--- src/rtl/muldiv_unit_pkg.sv ---
// Shared constants and helpers for the iterative multiply/divide unit.
//   WORD   - datapath width
//   CYCLE  - clock period used by benches
//   MULLO/MULHI/DIVU/REMU - op encodings
//   IDLE/RUN/DONE         - FSM state encodings
//   select_result()       - final result mux applied in DONE
package muldiv_unit_pkg;

  localparam int unsigned WORD  = 32;
  localparam int unsigned CYCLE = 10;
  localparam int unsigned CNT_W = $clog2(WORD);

  localparam logic [1:0] MULLO = 2'b00;
  localparam logic [1:0] MULHI = 2'b01;
  localparam logic [1:0] DIVU  = 2'b10;
  localparam logic [1:0] REMU  = 2'b11;

  localparam logic [1:0] IDLE = 2'd0;
  localparam logic [1:0] RUN  = 2'd1;
  localparam logic [1:0] DONE = 2'd2;

  // acc holds the product high word (multiply) or the remainder (divide);
  // lo holds the product low word (multiply) or the quotient (divide).
  function automatic logic [WORD-1:0] select_result(
    input logic [1:0]      op,
    input logic [WORD-1:0] acc,
    input logic [WORD-1:0] lo,
    input logic [WORD-1:0] a,
    input logic [WORD-1:0] b
  );
    logic [WORD-1:0] res;
    unique case (op)
      MULLO:   res = lo;
      MULHI:   res = acc;
      // Division by zero: all-ones quotient, dividend as remainder.
      DIVU:    res = (b == '0) ? '1 : lo;
      default: res = (b == '0) ? a : acc;
    endcase
    return res;
  endfunction

endpackage

--- src/rtl/muldiv_unit.sv ---
// Iterative unsigned multiply/divide unit writing its result to the register file.
// One shift-add (multiply) or restoring-subtract (divide) step per cycle, WORD cycles
// per operation, sharing a single counter, FSM and datapath registers.
//   clk          - rising-edge clock
//   reset        - synchronous active-high reset
//   start        - request, sampled only when idle
//   op           - MULLO / MULHI / DIVU / REMU
//   A, B         - operands (latched on the accepted start edge)
//   dest         - destination register index (latched with operands)
//   busy         - high while an operation is in RUN or DONE
//   write        - one-cycle regfile write strobe, suppressed for dest 0
//   address_dest - regfile write address
//   write_data   - regfile write data
module muldiv_unit
  import muldiv_unit_pkg::*;
(
  input  logic            clk,
  input  logic            reset,
  input  logic            start,
  input  logic [1:0]      op,
  input  logic [WORD-1:0] A,
  input  logic [WORD-1:0] B,
  input  logic [4:0]      dest,
  output logic            busy,
  output logic            write,
  output logic [4:0]      address_dest,
  output logic [WORD-1:0] write_data
);

  localparam logic [CNT_W-1:0] CntLast = CNT_W'(WORD - 1);

  logic [1:0]       state_q, state_d;
  logic [CNT_W-1:0] cnt_q, cnt_d;
  logic [WORD-1:0]  acc_q, acc_d;
  logic [WORD-1:0]  lo_q, lo_d;

  logic [1:0]       op_q;
  logic [WORD-1:0]  a_q, b_q;
  logic [4:0]       dest_q;

  logic             busy_q, write_q;
  logic [4:0]       addr_q;
  logic [WORD-1:0]  data_q;

  logic             accept;
  logic             is_mul;
  logic [WORD:0]    mul_sum;
  logic [WORD:0]    div_shift;
  logic [WORD:0]    div_trial;

  assign accept = (state_q == IDLE) && start;
  assign is_mul = ~op_q[1];

  // Multiply step: add B into the high half when the multiplier LSB is set, then shift the
  // {carry, acc, lo} product right by one. lo starts as A and is consumed from the bottom.
  assign mul_sum = {1'b0, acc_q} + (lo_q[0] ? {1'b0, b_q} : '0);

  // Restoring divide step on a WORD+1-bit partial remainder. The borrow bit (MSB of the
  // trial) is only meaningful for B != 0; B == 0 is resolved in select_result().
  assign div_shift = {acc_q, lo_q[WORD-1]};
  assign div_trial = div_shift - {1'b0, b_q};

  always_comb begin
    state_d = state_q;
    cnt_d   = cnt_q;
    acc_d   = acc_q;
    lo_d    = lo_q;
    unique case (state_q)
      IDLE: begin
        if (start) begin
          state_d = RUN;
          cnt_d   = '0;
          acc_d   = '0;
          lo_d    = A;
        end
      end
      RUN: begin
        if (is_mul) begin
          acc_d = mul_sum[WORD:1];
          lo_d  = {mul_sum[0], lo_q[WORD-1:1]};
        end else if (div_trial[WORD]) begin
          acc_d = div_shift[WORD-1:0];
          lo_d  = {lo_q[WORD-2:0], 1'b0};
        end else begin
          acc_d = div_trial[WORD-1:0];
          lo_d  = {lo_q[WORD-2:0], 1'b1};
        end
        if (cnt_q == CntLast) begin
          state_d = DONE;
        end else begin
          cnt_d = cnt_q + CNT_W'(1);
        end
      end
      DONE: begin
        state_d = IDLE;
        cnt_d   = '0;
      end
      default: begin
        state_d = IDLE;
        cnt_d   = '0;
      end
    endcase
  end

  always_ff @(posedge clk) begin
    if (reset) begin
      state_q <= IDLE;
      cnt_q   <= '0;
      acc_q   <= '0;
      lo_q    <= '0;
    end else begin
      state_q <= state_d;
      cnt_q   <= cnt_d;
      acc_q   <= acc_d;
      lo_q    <= lo_d;
    end
  end

  // Operands are captured only on an accepted start, so later input changes and starts
  // arriving while busy leave them untouched.
  always_ff @(posedge clk) begin
    if (reset) begin
      op_q   <= MULLO;
      a_q    <= '0;
      b_q    <= '0;
      dest_q <= '0;
    end else if (accept) begin
      op_q   <= op;
      a_q    <= A;
      b_q    <= B;
      dest_q <= dest;
    end
  end

  // Registered outputs: the result captured during DONE is presented in the following cycle.
  always_ff @(posedge clk) begin
    if (reset) begin
      busy_q  <= 1'b0;
      write_q <= 1'b0;
      addr_q  <= '0;
      data_q  <= '0;
    end else begin
      busy_q <= (state_d != IDLE);
      if (state_q == DONE) begin
        write_q <= (dest_q != '0);
        addr_q  <= dest_q;
        data_q  <= select_result(op_q, acc_q, lo_q, a_q, b_q);
      end else begin
        write_q <= 1'b0;
      end
    end
  end

  assign busy         = busy_q;
  assign write        = write_q;
  assign address_dest = addr_q;
  assign write_data   = data_q;

endmodule

--- config.mk ---
export PLATFORM = sky130hd
export DESIGN_NAME = muldiv_unit
export DESIGN_NICKNAME = d
export VERILOG_FILES = /design/src/rtl/muldiv_unit_pkg.sv /design/src/rtl/muldiv_unit.sv
export SDC_FILE = /design/constraint.sdc
export NUM_CORES = 1
export LEC_CHECK = 0
export CORE_AREA = 2 2 150 152
export CTS_CLUSTER_DIAMETER = 80
export DETAILED_ROUTE_END_ITERATION = 10
export DIE_AREA = 0 0 152 154
export GPL_ROUTABILITY_DRIVEN = 0
export HOLD_SLACK_MARGIN = 0.06
export MAX_ROUTING_LAYER = met4
export PLACE_DENSITY = 0.76
export SETUP_SLACK_MARGIN = 0.5
export SYNTH_ARGS = -nofsm -noshare
export SYNTH_HDL_FRONTEND = slang
export SYNTH_SLANG_ARGS = --single-unit
--- constraint.sdc ---
create_clock -name clk -period 4.5 [get_ports clk]
set_input_delay 0.9 -clock clk [delete_from_list [all_inputs] [get_ports clk]]
set_output_delay 0.9 -clock clk [all_outputs]
set_load 0.02 [all_outputs]
==> impl_metrics.yaml <==
synth:
  average_cell_area_after_synthesis_um2: 7.68
  synth_warnings: 0
  synth_cell_types: 74
  ys.flop_type: "dfxtp_1"
  ys_seq_elements: 181
  synthesis.instances: 1533
  synth-edff-count: 0
  synth-async-reset-ratio: 0
  synth-seq-area-share: 0.308
  syn-num-nets: 1675
  netlist_area_um2: 11800
hold_path:
  hold_path_end: "write_data[23]$_SDFFE_PP0N_"
  min_path_cells: 2
  hold_start: "write_data[23]$_SDFFE_PP0N_"
  holdCritPathClass: "reg -> reg"
floorplan:
  die_width_um: 152
  core_um2: 21700
  floorplan.initialDensity: 0.543
  rows: 54
  die_footprint_um2: 23400
  top_level_i_o_count: 113
  die_y_um: 154
grt:
  number_of_global_route_vias_before_repair: 10500
  grt_pass1_wl_um: 54400
  antenna_found_initial: 0
  gr-total-overflow: 0
  globalRouteTotalUtil: 0.290
  grt_start_max_net_pins: 76
clock_tree:
  tritoncts_num_sinks: 181
  cts_repair_resize_count: 0
  clockBufferDepth: 2
  cts_buffers: 17
  cts_htree_levels: 4
  post_cts_buffers: 0
  tritoncts: "done"
  hold_buffers: 0
  cts-root-buf: "clkbuf_16"
  clk-insertion-delay-late_ns: 0.45
  cts_clock_pin_slew_for_the_worst_setup_and_hold_paths_ns: 0.08
sta:
  setup_ws_ns: 1.07
  skew_ns: 0.00980
  timing.final.max_slew_violations: 0
  final.min_clock_period_ns: 3.43
  hold_viol_final: 0
  fmax_ghz: 0.291
  tns_ns: 0
  finalCritPeriodShare: 0.763
  setup_violations: 0
  worst-slew-pin-transition_ns: 1.18
  timing.hold.ws_ns: 0.455
  rsz0062_at_grt: "no"
  max-slew-margin-rel: 0.213
drt:
  remaining_drc_errors: 0
  wl_um: 33600
  via_per_inst: 6.07
  route.vias.total: 11400
  drtIter0Drc: 956
  routed_wire_length_per_instance_um: 18.0
  antenna_violating_nets_post_route: 0
  drt_first_pass_iters: 6
critical_path:
  cp_max_fo: 31
  criticalPathCategory: "reg -> reg"
  worstRegToRegCells: 12
  worst_r2r_startpoint: "lo_q[0]$_SDFFE_PP0P_"
  critPathLaunch: "lo_q[0]$_SDFFE_PP0P_"
  crit_arrival_ns: 3.71
  worst_setup_path_end_kind: "flip-flop"
  critical_path.startpoint_type: "flip-flop"
  cp.required_ns: 4.78
  regToRegSetupSlack_ns: 1.07
  r2r-end: "acc_q[28]$_SDFFE_PP0P_"
place:
  io_buffers: 112
  dp_hpwl_um: 24000
  pre_cts_slack_ns: 1.13
  postPlaceCellArea_um2: 13000
cells_and_area:
  design_area_um2: 13600
  antenna_cells_inserted: 0
  final_common_cell: "nand2_1"
  layout_common_cells: "nand2_1 (266), dfxtp_1 (180), a21oi_1 (171)"
  nNetsFinal: 1721
  post_route_cells_drive_above_1_share: 0.0641
  flow.area_growth_from_synthesis_pct: 15.7
pwr:
  total_power_mw: 4.05
  vdd_drop_max_mv: 0.233
  p_leak_nw: 5.25
  power_density_nw_per_um2: 297
run:
  cap_violations: 0
run_status:
  status: "finished, final reports clean"
flip-flops by register name, summed over array words and instances, names as in the netlist:
register,cells
lo_q,32
b_q,32
acc_q,32
dest_q,5
busy,1
address_dest,5
write_data,32
write,1
state_q,2
cnt_q,5
a_q,32
op_q,2
worst max-delay path, cell delays in order (launching register included):
cell and delay [ns]:
dfxtp_1 0.41, buf_4 0.33, and2_1 0.18, ha_1 0.28, a21oi_1 0.18, nand2_1 0.08, or2_1 0.28, a31o_2 0.30
a21oi_1 0.22, o21ai_0 0.25, a221oi_1 0.42, xor2_1 0.19, o221ai_1 0.13
layout make-up:
type / instances / area (um2)
timing repair buffer: 127 / 1270
clock inverter: 14 / 161
multi-input combinational: 1206 / 7590
inverter: 46 / 173
fill: 1914 / 8080
sequential: 181 / 3620
clock buffer: 18 / 439
tap: 280 / 350
logic make-up (layout without fill, tap and decap cells):
kind of cell,Yosys count,after routing,share of synthesized area
adders and majority gates,68,68,0.0736
and+or+nand+nor,553,553,0.209
buffers and inverters,146,205,0.0500
xor gates and xnor gates,54,54,0.0402
DFF,181,181,0.308
muxes,89,89,0.0789
AOI/OAI and AO/OA,442,442,0.240
layer usage:
metal	track usage	vias to the layer above	routed length [um]
met2	0.446	465	15000
met5	-	-	0
met1	0.394	5254	15100
met3	0.0392	74	2570
met4	0.0979	0	920
li1	-	5570	-
cell usage after synthesis (9+ instances only):
library cell / instances / area, um2
nand4_1: 10 / 62.6
xor2_1: 28 / 245
a211oi_1: 21 / 158
nor3_1: 65 / 325
clkbuf_1: 83 / 312
ha_1: 66 / 826
nor4_1: 9 / 56.3
nand2b_1: 10 / 62.6
a22oi_1: 20 / 150
nor2_1: 104 / 390
a21o_1: 28 / 210
nand2_1: 266 / 998
o211ai_1: 25 / 188
a21oi_1: 171 / 856
a31oi_1: 12 / 75.1
and2_1: 36 / 225
o21ai_1: 13 / 65.1
o21ai_0: 43 / 215
nand3_1: 13 / 65.1
dfxtp_1: 181 / 3620
o22ai_1: 33 / 206
xnor2_1: 26 / 228
inv_1: 46 / 173
mux2_2: 30 / 338
mux2i_1: 59 / 591
nor2b_1: 17 / 106
worst max path at each step:
stage | end | slack, ns
floorplan | acc_q[30]$_SDFFE_PP0P_ | 1.55
detailed placement | acc_q[15]$_SDFFE_PP0P_ | 1.13
CTS | acc_q[15]$_SDFFE_PP0P_ | 1.13
finish | acc_q[28]$_SDFFE_PP0P_ | 1.07
global route | acc_q[28]$_SDFFE_PP0P_ | 0.84
global placement | acc_q[15]$_SDFFE_PP0P_ | 1.23
power by group:
group | leakage (nW) | internal [mW] | switching, mW
sequential | 1.48 | 1.67 | 0.0728
clock | 0.290 | 0.763 | 0.760
combinational | 3.49 | 0.332 | 0.450
through the flow:
stage | util | std cells
CTS | 0.628 | 1872
floorplan | - | 1533
finish | 0.628 | 1872
global placement | 0.600 | 1840
detailed placement | 0.600 | 1840
global route | 0.628 | 1872
(Power assumes the default switching activity.)
